## config.mk

```make
export PLATFORM = sky130hd
export DESIGN_NAME = imm_sel_stage
export DESIGN_NICKNAME = d
export VERILOG_FILES = /design/src/rtl/imm_sel_stage_pkg.sv /design/src/rtl/imm_sel_stage_extract.sv /design/src/rtl/imm_sel_stage.sv
export SDC_FILE = /design/constraint.sdc
export NUM_CORES = 1
export LEC_CHECK = 0
export CORE_MARGIN = 2
export CORE_UTILIZATION = 52
export DETAILED_ROUTE_END_ITERATION = 7
export PLACE_DENSITY_LB_ADDON = 0.1
export SYNTH_ARGS = -nofsm -noshare
export SYNTH_HDL_FRONTEND = slang
export SYNTH_SLANG_ARGS = --single-unit
```

## constraint.sdc

```tcl
create_clock -name clk -period 2.13 [get_ports clk]
set_input_delay 0.426 -clock clk [delete_from_list [all_inputs] [get_ports clk]]
set_output_delay 0.426 -clock clk [all_outputs]
set_load 0.02 [all_outputs]
```

## src/rtl/imm_sel_stage_pkg.sv

```systemverilog
// imm_sel_stage_pkg
//   Shared RISC-V decode constants: base-ISA opcodes that carry an
//   immediate, the shift funct3 codes, and the immediate format encoding
//   presented on out_fmt.
package imm_sel_stage_pkg;

    // Immediate format code driven on out_fmt.
    typedef enum logic [2:0] {
        FMT_NONE  = 3'd0,
        FMT_I     = 3'd1,
        FMT_S     = 3'd2,
        FMT_B     = 3'd3,
        FMT_U     = 3'd4,
        FMT_J     = 3'd5,
        FMT_SHAMT = 3'd6
    } fmt_e;

    localparam logic [6:0] OPC_LOAD      = 7'b0000011;
    localparam logic [6:0] OPC_OP_IMM    = 7'b0010011;
    localparam logic [6:0] OPC_JALR      = 7'b1100111;
    localparam logic [6:0] OPC_OP_IMM_32 = 7'b0011011;
    localparam logic [6:0] OPC_STORE     = 7'b0100011;
    localparam logic [6:0] OPC_BRANCH    = 7'b1100011;
    localparam logic [6:0] OPC_LUI       = 7'b0110111;
    localparam logic [6:0] OPC_AUIPC     = 7'b0010111;
    localparam logic [6:0] OPC_JAL       = 7'b1101111;

    // funct3 of the immediate shifts (SLLI/SLLIW and SRLI/SRAI/SRLIW/SRAIW).
    localparam logic [2:0] F3_SLL = 3'b001;
    localparam logic [2:0] F3_SRX = 3'b101;

    // True for an OP-IMM / OP-IMM-32 immediate shift.
    function automatic logic is_imm_shift(input logic [6:0] opcode, input logic [2:0] funct3);
        return ((opcode == OPC_OP_IMM) || (opcode == OPC_OP_IMM_32)) &&
               ((funct3 == F3_SLL) || (funct3 == F3_SRX));
    endfunction

endpackage

```

## src/rtl/imm_sel_stage_extract.sv

```systemverilog
// imm_extract
//   Purely combinational immediate extraction for one RV32/RV64 base-ISA
//   instruction.
//   Ports:
//     instr : raw 32-bit instruction
//     imm   : immediate, sign-extended to XLEN (shift amounts zero-extended)
//     fmt   : immediate format code (FMT_NONE for opcodes without one)
module imm_extract
    import imm_sel_stage_pkg::*;
#(
    parameter int XLEN       = 32,
    parameter int SHAMT_MASK = 1
) (
    input  logic [31:0]     instr,
    output logic [XLEN-1:0] imm,
    output fmt_e            fmt
);

    logic [6:0] opcode;
    logic [2:0] funct3;

    assign opcode = instr[6:0];
    assign funct3 = instr[14:12];

    // Every standard immediate fits in 32 bits with instr[31] as its sign,
    // so build it at 32 bits and widen once with a signed cast.
    logic signed [31:0] imm32;

    always_comb begin
        fmt   = FMT_NONE;
        imm32 = '0;
        imm   = '0;

        case (opcode)
            OPC_LOAD, OPC_OP_IMM, OPC_JALR, OPC_OP_IMM_32: begin
                fmt   = FMT_I;
                imm32 = {{20{instr[31]}}, instr[31:20]};
            end
            OPC_STORE: begin
                fmt   = FMT_S;
                imm32 = {{20{instr[31]}}, instr[31:25], instr[11:7]};
            end
            OPC_BRANCH: begin
                fmt   = FMT_B;
                imm32 = {{19{instr[31]}}, instr[31], instr[7], instr[30:25], instr[11:8], 1'b0};
            end
            OPC_LUI, OPC_AUIPC: begin
                fmt   = FMT_U;
                imm32 = {instr[31:12], 12'b0};
            end
            OPC_JAL: begin
                fmt   = FMT_J;
                imm32 = {{11{instr[31]}}, instr[31], instr[19:12], instr[20], instr[30:21], 1'b0};
            end
            default: begin
                fmt   = FMT_NONE;
                imm32 = '0;
            end
        endcase

        imm = XLEN'(imm32);

        // Shift immediates carry only the shift amount; the funct6/funct7
        // bits above it are opcode extension, not part of the value.
        // RV64 OP-IMM shifts use a 6-bit amount, the *W forms and RV32 use 5.
        if ((SHAMT_MASK != 0) && is_imm_shift(opcode, funct3)) begin
            fmt = FMT_SHAMT;
            if ((XLEN == 64) && (opcode == OPC_OP_IMM))
                imm = XLEN'(instr[25:20]);
            else
                imm = XLEN'(instr[24:20]);
        end
    end

endmodule

```

## src/rtl/imm_sel_stage.sv

```systemverilog
// imm_sel_stage
//   Immediate-select pipeline stage. Decodes the immediate at acceptance
//   and holds up to two decoded entries in a skid FIFO; the head entry is
//   presented downstream straight from flops.
//   Ports:
//     clk, rst_n           : clock, asynchronous active-low reset
//     flush                : synchronous discard of all held entries
//     in_valid/in_ready    : upstream handshake (in_ready is registered state)
//     in_instr, in_tag     : raw instruction and sideband tag (PC)
//     out_valid/out_ready  : downstream handshake
//     out_imm, out_fmt     : extended immediate and its format code
//     out_instr, out_tag   : pass-through of the entry
module imm_sel_stage
    import imm_sel_stage_pkg::*;
#(
    parameter int XLEN       = 32,
    parameter int TAG_W      = 32,
    parameter int SHAMT_MASK = 1
) (
    input  logic             clk,
    input  logic             rst_n,
    input  logic             flush,
    input  logic             in_valid,
    output logic             in_ready,
    input  logic [31:0]      in_instr,
    input  logic [TAG_W-1:0] in_tag,
    output logic             out_valid,
    input  logic             out_ready,
    output logic [XLEN-1:0]  out_imm,
    output logic [2:0]       out_fmt,
    output logic [31:0]      out_instr,
    output logic [TAG_W-1:0] out_tag
);

    typedef struct packed {
        logic [XLEN-1:0]  imm;
        fmt_e             fmt;
        logic [31:0]      instr;
        logic [TAG_W-1:0] tag;
    } entry_t;

    // Decode happens on the input side so the stored entry is already final.
    logic [XLEN-1:0] dec_imm;
    fmt_e            dec_fmt;

    imm_extract #(
        .XLEN       (XLEN),
        .SHAMT_MASK (SHAMT_MASK)
    ) u_extract (
        .instr (in_instr),
        .imm   (dec_imm),
        .fmt   (dec_fmt)
    );

    entry_t new_entry;
    assign new_entry = '{imm: dec_imm, fmt: dec_fmt, instr: in_instr, tag: in_tag};

    // head is always the oldest entry; tail is only meaningful at count 2.
    logic [1:0] count_q, count_d;
    entry_t     head_q,  head_d;
    entry_t     tail_q,  tail_d;

    logic push, pop;

    assign in_ready  = (count_q != 2'd2);
    assign out_valid = (count_q != 2'd0);
    assign push      = in_valid && in_ready && !flush;
    assign pop       = out_valid && out_ready && !flush;

    assign out_imm   = head_q.imm;
    assign out_fmt   = head_q.fmt;
    assign out_instr = head_q.instr;
    assign out_tag   = head_q.tag;

    always_comb begin
        count_d = count_q;
        head_d  = head_q;
        tail_d  = tail_q;

        if (flush) begin
            count_d = 2'd0;
        end else begin
            case ({push, pop})
                2'b10: begin
                    if (count_q == 2'd0) head_d = new_entry;
                    else                 tail_d = new_entry;
                    count_d = count_q + 2'd1;
                end
                2'b01: begin
                    head_d  = tail_q;
                    count_d = count_q - 2'd1;
                end
                2'b11: begin
                    // push implies count<2 and pop implies count>0, so count
                    // is 1: the incoming entry replaces the departing head.
                    head_d = new_entry;
                end
                default: ;
            endcase
        end
    end

    always_ff @(posedge clk or negedge rst_n) begin
        if (!rst_n) begin
            count_q <= 2'd0;
            head_q  <= '0;
            tail_q  <= '0;
        end else begin
            count_q <= count_d;
            head_q  <= head_d;
            tail_q  <= tail_d;
        end
    end

endmodule

```

After elaboration in Yosys (flattened, before gate mapping) --
Cells that the tools add are included.
Storage, ports and cells: register bits 200, input bits 69, output and inout port bits 101
Operators by class: add/sub/neg operators 2, equal/unequal tests 16, mux-type cells 8, bitwise gates (word level) 2, reductions and logical operators 16
Operators with widths (number):
- one-hot mux 99 bit (3 select lines) | 1
- one-hot mux 32 bit (5 select lines) | 1
- 2-to-1 mux 99 bit | 1
- 2-to-1 mux 32 bit | 1
- == test 7 x 5 -> 1 bit, second input constant | 3
- == test 7 bit, second input constant | 3
- one-hot mux 3 bit (5 select lines) | 1
- == test 7 x 6 -> 1 bit, second input constant | 2
- == test 7 x 2 -> 1 bit, second input constant | 1
- AND reduction 3 bit | 2
- nonzero test 3 bit | 2
- logical AND 1 bit | 5
- == test 2 bit, second input constant | 2
- inequality test 2 bit, second input constant | 2
- one-hot mux 2 bit (2 select lines) | 1
- OR reduction 4 bit | 1
- == test 3 x 1 -> 1 bit, second input constant | 1
- == test 3 bit, second input constant | 1
- 2-to-1 mux 3 bit | 1
- adder 2 x 1 -> 2 bit, second input constant | 1
- == test 2 x 1 -> 1 bit, second input constant | 1
- zero test 2 bit | 1
- logical OR 1 bit | 2
- 2-to-1 mux 2 bit | 1
- other kinds (5) | 6

Logic depth before layout (Yosys ltp) --
Gate-level depths: netlist of the first run.
depth after elaboration 6, gate-level depth with buffers 8, gate-level depth less buffers 5

Modules after synthesis --
A second synthesis of the first run with hierarchy kept.
Unflattened totals: cells, all modules 933, area, all modules 10497.6 µm²
By module, submodules not included:
- imm_sel_stage | times used 1, cells an instance 837, area each 9839.4 µm², sequential area each 5004.8 µm²
- imm_extract | times used 1, cells an instance 96, area each 658.1 µm², sequential area each 0.0 µm²

Worst setup path after synthesis of the first run --
No wires, ideal clock.
path kind input-to-reg, start in in_instr[2], end reg head_q, in the netlist out_imm[21], arrival time 1.712 ns, data required time 1.995 ns, setup slack 0.283 ns, stages on the path 8, path buffers 3, cells stage by stage buf_2 nor4bb_1 and4_1 buf_2 nor3b_1 buf_6 a211oi_1 o21ai_1
Between the ends: word-level cells in the longest chain between the ends 6
RTL lines:
- start, declared | line imm_sel_stage.sv:25 | input logic [31:0] in_instr,
- == test 7 x 2 -> 1 bit, or another cell as far along | line imm_sel_stage_extract.sv:34 | case (opcode)
- OR reduction 4 bit, or another cell as far along | line imm_sel_stage_extract.sv:34
- one-hot mux 32 bit (5 select lines) or logical AND 1 bit (tied branches) | line imm_sel_stage_extract.sv:34, imm_sel_stage_pkg.sv:34
- 2-to-1 mux 32 bit * | line imm_sel_stage_extract.sv:66 | if ((SHAMT_MASK != 0) && is_imm_shift(opcode, funct3)) begin
- 2-to-1 mux 99 bit | line imm_sel_stage.sv:85 | if (count_q == 2'd0) head_d = new_entry;
- one-hot mux 99 bit (3 select lines) * | line imm_sel_stage.sv:83 | case ({push, pop})
- end signal, assigned | line imm_sel_stage.sv:106 | head_q <= '0;
- end signal, assigned | line imm_sel_stage.sv:110 | head_q <= head_d;
- end, declared | line imm_sel_stage.sv:60 | entry_t head_q, head_d;
Mark *: on every way between the ends. The rest lies on a longest branch, timed or not. The select of a mux whose other input is x is not followed. A chain may end at the register's enable or synchronous reset.

Final worst setup path of the first run --
start in in_instr[2], end reg head_q, in the netlist out_imm[28]
Same word-level chain as after synthesis.

==> results of run 1 <==
## cells by family after synthesis
| group | Yosys count |
|---|---|
| compound gates | 221 |
| buf+inv | 71 |
| flops | 200 |
| mux | 1 |
| simple gates | 464 |
## worst paths after layout
kind | startpoint | to | slack [ns] | cells after the start
max | in_instr[2] | out_imm[28] | 0.09 | 7
min | tail_q[65] | tail_q[65] | 0.47 | 2
max reg2reg | count_q[0] | out_imm[22] | 0.13 | 5
min reg2reg | tail_q[65] | tail_q[65] | 0.47 | 2
max in group asynchronous | rst_n | out_imm[23] | 0.93 | 3
min in group asynchronous | rst_n | out_tag[27] | 0.54 | 2
## state kept, by name, indices dropped and copies added (netlist names)
register,flops
out_imm,32
out_fmt,3
out_instr,32
out_tag,32
tail_q,99
count_q,2
## layer usage
metal | vias up | GRT usage, %
li1 | 3640 | -
met1 | 3728 | 39.3
met2 | 274 | 44.4
met3 | 36 | 4.60
met4 | 0 | 8.98
met5 | - | 0
## critical path, stage by stage
cell and delay (ns):
clkdlybuf4s50_1 0.54, nor4bb_2 0.41, and4_4 0.32, nor3b_1 0.07, buf_4 0.20, a211oi_1 0.26, o21ai_1 0.11
## through the flow
| step | total power, mW | hold slack [ns] | setup TNS [ns] |
|---|---|---|---|
| final | 10.7 | 0.474 | 0 |
| after global routing | 11.1 | 0.492 | -0.0670 |
| after CTS | 10.7 | 0.476 | 0 |
| after detailed placement | 7.43 | 0.443 | -20.78 |
| after global placement | 7.36 | 0.439 | -17.50 |
| after floorplan | 6.08 | 0.130 | 0 |
## cell type report
cell class,instances,area (um^2)
repair buffers,253,2600
fillers,1281,4550
multi-input cells,686,3440
clock inverters,11,149
flip-flops and latches,200,5000
well taps,220,275
inverters,3,11.3
clock buffers,19,443
## repair_timing
item | in CTS | in global routing
endpoints found under the hold margin | 22 | 0
hold buffers | 1 | 0
gates resized for setup | 3 | 3
endpoints found under the setup margin | 2 | 13
## layout by cell type (no fill, tap or decap), types with 4 or more instances in the layout
| cell | instances |
|---|---|
| buf_4 | 61 |
| a21oi_1 | 15 |
| dfrtp_1 | 200 |
| o21a_1 | 12 |
| nand2_1 | 344 |
| a22oi_1 | 10 |
| nand2b_1 | 4 |
| a211oi_1 | 11 |
| buf_12 | 22 |
| clkdlybuf4s50_1 | 166 |
| o21ai_0 | 29 |
| nor2_1 | 85 |
| o21ai_1 | 10 |
| a21o_1 | 25 |
| a31oi_1 | 66 |
| a22o_1 | 32 |
| clkbuf_16 | 17 |
## power by group through the flow
stage                     Clock [mW]  Sequential, mW  Combinational (mW)
after floorplan                    0            5.25               0.833
after global placement             0            4.91                2.44
final                           3.28            4.88                2.49
after detailed placement           0            4.94                2.49
after global routing            3.47            4.96                2.71
after CTS                       3.33            4.88                2.51
==> results.sh, run 1 <==
export IMPL_synth_area_um2=8720
export IMPL_worst_pin_slew_ns=1.03
export IMPL_coreArea_um2=16500
export IMPL_p_comb_share_pct=23.3
export IMPL_synth_top_family_by_area="simple AND/OR/NAND/NOR gates"
export IMPL_nNetsFinal=1230
export IMPL_finalCritPeriodShare_pct=95.7
export IMPL_avgSynthCellArea_um2=9.11
export IMPL_final_area_um2=11900
export IMPL_grt_pass1_wl_um=39100
export IMPL_gp_congestion=0.855
export IMPL_first_global_vias=7493
export IMPL_p_switching_mw=3.11
export IMPL_grt_ovfl_total=0
export IMPL_synth_nets=1026
export IMPL_crit_required_ns=2.43
export IMPL_status="completed"
export IMPL_cts_buffer_depth=2
export IMPL_synth_compound_area_share_pct=17.1
export IMPL_max_freq_mhz=491
export IMPL_postLayoutSetupSlackWorst_ns=0.0924
export IMPL_synth_edf_count=0
export IMPL_finalHoldViolations=0
export IMPL_routed_wl_um=24000
export IMPL_htreeDepth=4
export IMPL_postCtsSetupBuffers=0
export IMPL_clk_latency_ns=0.42
export IMPL_dp_hpwl_um=16500
export IMPL_cp_max_fo=11
export IMPL_yosysWarnings=0
export IMPL_antenna_found_initial=0
export IMPL_cts_clk_slew_worst_paths_ns=0.07
export IMPL_drive_above_1_share_pct=11.2
export IMPL_synthFlopType="dfrtp_1"
export IMPL_cts_sinks=200
export IMPL_grt_max_degree=61
export IMPL_die_w_um=134
export IMPL_p_leak_nw=5.62
export IMPL_start_util_pct=53.0
export IMPL_internal_power_mw=7.55
export IMPL_fp_dieArea_um2=17800
export IMPL_yosys_area_top_type="dfrtp_1"
export IMPL_swShare_pct=29.2
export IMPL_min_path_type="flop to flop"
export IMPL_finClkSkew_ns=0.00864
export IMPL_maxSlewViolCount=0
export IMPL_ys_top_cells_by_area="dfrtp_1 (57%), nand2_1 (15%), a31oi_1 (4.7%), nor2_1 (3.7%), a22o_1 (3.2%)"
export IMPL_cp_start_kind="input port"
export IMPL_drc=0
export IMPL_vias=7678
export IMPL_fin_cells=1392
export IMPL_synth_most_common_cell="nand2_1"
export IMPL_synth_xor_area_share_pct=0
export IMPL_io_pins=170
export IMPL_synth_fa_ha_area_share_pct=0
export IMPL_placed_cells=1361
export IMPL_endpoint_kind="flop"
export IMPL_fin_crit_ns=2.04
export IMPL_power_frac_seq_pct=45.8
export IMPL_tritoncts="yes"
export IMPL_portBuffers=169
export IMPL_ir_drop_mv=0.574
export IMPL_synth_simple_area_share_pct=21.8
export IMPL_power_density_nw_per_um2=894
export IMPL_pwr_share_clk_pct=30.8
export IMPL_syn_to_final_growth_pct=36.7
export IMPL_arrival_ns=2.34
export IMPL_placed_area_um2=11300
export IMPL_clockRootBuffer="clkbuf_16"
export IMPL_drt_first_pass_iters=6
export IMPL_ys_seq_area_share_pct=57.4
export IMPL_num_rows=47
export IMPL_relSlewSlack_pct=31.5
export IMPL_wl_per_cell_um=17.2
export IMPL_fin_util_pct=72.4
export IMPL_dr_wl_met3_um=1530
export IMPL_wirelength_met1_um=10400
export IMPL_drv_cap=0
export IMPL_worstSetupPathType="input port to flop"
export IMPL_dieHeight_um=134
export IMPL_synthTopCellsByCount="nand2_1 (344), dfrtp_1 (200), nor2_1 (86)"
export IMPL_n_antenna_cell=0
export IMPL_setup_violations=0
export IMPL_numCtsBuffers=17
export IMPL_via_per_inst=5.52
export IMPL_synth_mux_area_share_pct=0.129
export IMPL_grt_total_usage_pct=27.8
export IMPL_async_reset_ff_share_pct=100
export IMPL_drtIter0Drc=458
export IMPL_yosysUniqueCellTypes=49
export IMPL_antenna_left=0
export IMPL_ys_ff_latch=200
export IMPL_netlist_area_leader_share_pct=57.4
export IMPL_dpl_worst_slack_ns=-0.330
export IMPL_wl_met2_um=11500
export IMPL_syn_inst=957
export IMPL_top_layer="met4"
No activity file was read; power rests on OpenSTA's default activity.
==> run 2: changes to the inputs <==
--- a/config.mk
+++ b/config.mk
@@ -9,6 +9,7 @@
 export CORE_UTILIZATION = 52
 export DETAILED_ROUTE_END_ITERATION = 7
 export PLACE_DENSITY_LB_ADDON = 0.1
+export SETUP_SLACK_MARGIN = 0.5
 export SYNTH_ARGS = -nofsm -noshare
 export SYNTH_HDL_FRONTEND = slang
 export SYNTH_SLANG_ARGS = --single-unit
==> results.sh, run 2 (synthesis results as in run 1) <==
export IMPL_dp_hpwl_um=15800
export IMPL_finalCritPeriodShare_pct=88.3
export IMPL_rsz0062_at_grt="true"
export IMPL_portBuffers=169
export IMPL_numCtsBuffers=17
export IMPL_first_global_vias=7712
export IMPL_drc=0
export IMPL_htreeDepth=4
export IMPL_worstSetupPathType="flop to flop"
export IMPL_cp_max_fo=6
export IMPL_antenna_left=0
export IMPL_coreArea_um2=16500
export IMPL_n_antenna_cell=0
export IMPL_drtIter0Drc=709
export IMPL_grt_ovfl_total=0
export IMPL_fin_crit_ns=1.88
export IMPL_syn_to_final_growth_pct=49.2
export IMPL_cp_buffers_inverters=7
export IMPL_start_util_pct=53.0
export IMPL_drv_cap=0
export IMPL_die_w_um=134
export IMPL_drive_above_1_share_pct=21.1
export IMPL_finalPower_mw=10.8
export IMPL_fillers=1075
export IMPL_dieHeight_um=134
export IMPL_final_area_um2=13000
export IMPL_placed_area_um2=11300
export IMPL_power_density_nw_per_um2=829
export IMPL_clockRootBuffer="clkbuf_16"
export IMPL_io_pins=170
export IMPL_wl_per_cell_um=19.3
export IMPL_setup_violations=0
export IMPL_cp_start_kind="flop"
export IMPL_dpl_worst_slack_ns=-0.313
export IMPL_worst_pin_slew_ns=0.487
export IMPL_min_path_type="input port to flop"
export IMPL_arrival_ns=2.21
export IMPL_tritoncts="yes"
export IMPL_finClkSkew_ns=0.0138
export IMPL_maxSlewViolCount=0
export IMPL_num_rows=47
export IMPL_cts_clk_slew_worst_paths_ns=0.08
export IMPL_antenna_found_initial=0
export IMPL_max_freq_mhz=532
export IMPL_p_leak_nw=6.25
export IMPL_critPathSlowestCell="dfrtp_2"
export IMPL_crit_top_cell="buf_6"
export IMPL_grt_pass1_wl_um=40400
export IMPL_via_per_inst=5.79
export IMPL_grt_max_degree=55
export IMPL_routed_wl_um=27900
export IMPL_final_cell_mix="nand2_1 (341), dfrtp_1 (198), dlygate4sd2_1 (97), buf_4 (64), nor2_1 (63)"
export IMPL_relSlewSlack_pct=67.6
export IMPL_largest_register_ffs=99
export IMPL_cpLargestDelayFamily="buffers and inverters"
export IMPL_vias=8342
export IMPL_drt_first_pass_iters=7
export IMPL_gp_congestion=0.844
export IMPL_cts_buffer_depth=2
export IMPL_grt_total_usage_pct=28.7
export IMPL_fp_dieArea_um2=17800
export IMPL_clk_latency_ns=0.44
export IMPL_critical_path_cell_chain="buf_6 -> nor2_4 -> nand2_2 -> buf_6 -> a21oi_4 -> buf_12 -> buf_12 -> buf_6 -> buf_16 -> buf_6 -> a31oi_4"
export IMPL_top_register="tail_q"
export IMPL_status="completed"
export IMPL_ir_drop_mv=0.614
export IMPL_setup_tns_ns=0
export IMPL_finalHoldViolations=0
export IMPL_seqCellArea_um2=5010
export IMPL_endpoint_kind="flop"
export IMPL_crit_required_ns=2.46
export IMPL_multi_input_area_um2=3900
export IMPL_nNetsFinal=1276
export IMPL_cts_sinks=200
export IMPL_critPathMaxStageDelay_ns=0.43
export IMPL_postLayoutSetupSlackWorst_ns=0.250
export IMPL_final_common_cell="nand2_1"
[run 2: worst reg2reg max path: stages, from the launching register on]
cell and delay, ns:
dfrtp_2 0.43, buf_6 0.13, nor2_4 0.12, nand2_2 0.10, buf_6 0.14, a21oi_4 0.14
buf_12 0.15, buf_12 0.16, buf_6 0.13, buf_16 0.12, buf_6 0.10, a31oi_4 0.06
[run 2: layout make-up]
| type | count | area share [%] |
|---|---|---|
| inverters | 3 | 0.0865 |
| repair buffers | 299 | 24.9 |
| clock inverters | 13 | 1.00 |
| well taps | 220 | 2.11 |
| flip-flops and latches | 200 | 38.5 |
| clock buffers | 19 | 3.48 |
| multi-input cells | 686 | 30.0 |
[run 2: what timing repair did]
| action | 4_1_cts | 5_1_grt |
|---|---|---|
| hold endpoints to repair | 46 | 0 |
| pin swaps | 8 | 16 |
| resized for setup | 160 | 107 |
| gates cloned | 5 | 15 |
| endpoints found under the setup margin | 295 | 203 |
| hold buffers | 1 | 0 |
| setup buffers | 18 | 13 |
[run 2: power breakdown]
part / internal, mW / switching (mW)
Combinational: 1.18 / 1.47
Sequential: 4.48 / 0.423
Clock: 1.71 / 1.53
Total: 7.37 / 3.42
[run 2: worst paths after layout]
kind | start | endpoint | slack, ns | depth (start not counted)
worst min register to register | tail_q[45] | tail_q[45] | 0.48 | 2
max in group asynchronous | rst_n | out_imm[17] | 1.02 | 3
min in group asynchronous | rst_n | out_tag[29] | 0.52 | 2
worst max-delay path | count_q[0] | out_instr[18] | 0.25 | 11
worst max register to register | count_q[0] | out_instr[18] | 0.25 | 11
worst min-delay path | in_instr[5] | tail_q[37] | 0.29 | 3
[run 2: through the flow]
stage	utilization [%]	cells	hold WS, ns
after floorplan	-	957	0.130
after global placement	68.9	1356	0.432
after detailed placement	68.9	1356	0.432
after CTS	74.1	1412	0.282
after global routing	79.1	1440	0.340
final	79.1	1440	0.292
[run 2: routing by layer]
metal	vias up	routed length, um	part of all wire, %	GRT usage, %
met5	-	0	0	0
met4	0	650	2.3	7.21
met3	51	2140	7.7	4.98
met2	433	13900	50	47.5
met1	4104	11200	40	39.8
li1	3754	-	-	-
==> run 3: changes to the inputs <==
--- a/config.mk
+++ b/config.mk
@@ -10,6 +10,7 @@
 export DETAILED_ROUTE_END_ITERATION = 7
 export PLACE_DENSITY_LB_ADDON = 0.1
 export SETUP_SLACK_MARGIN = 0.5
+export SLEW_MARGIN = 15
 export SYNTH_ARGS = -nofsm -noshare
 export SYNTH_HDL_FRONTEND = slang
 export SYNTH_SLANG_ARGS = --single-unit
==> results of run 3 <==
Final layout, timing and power as in run 2 (identical DEF).
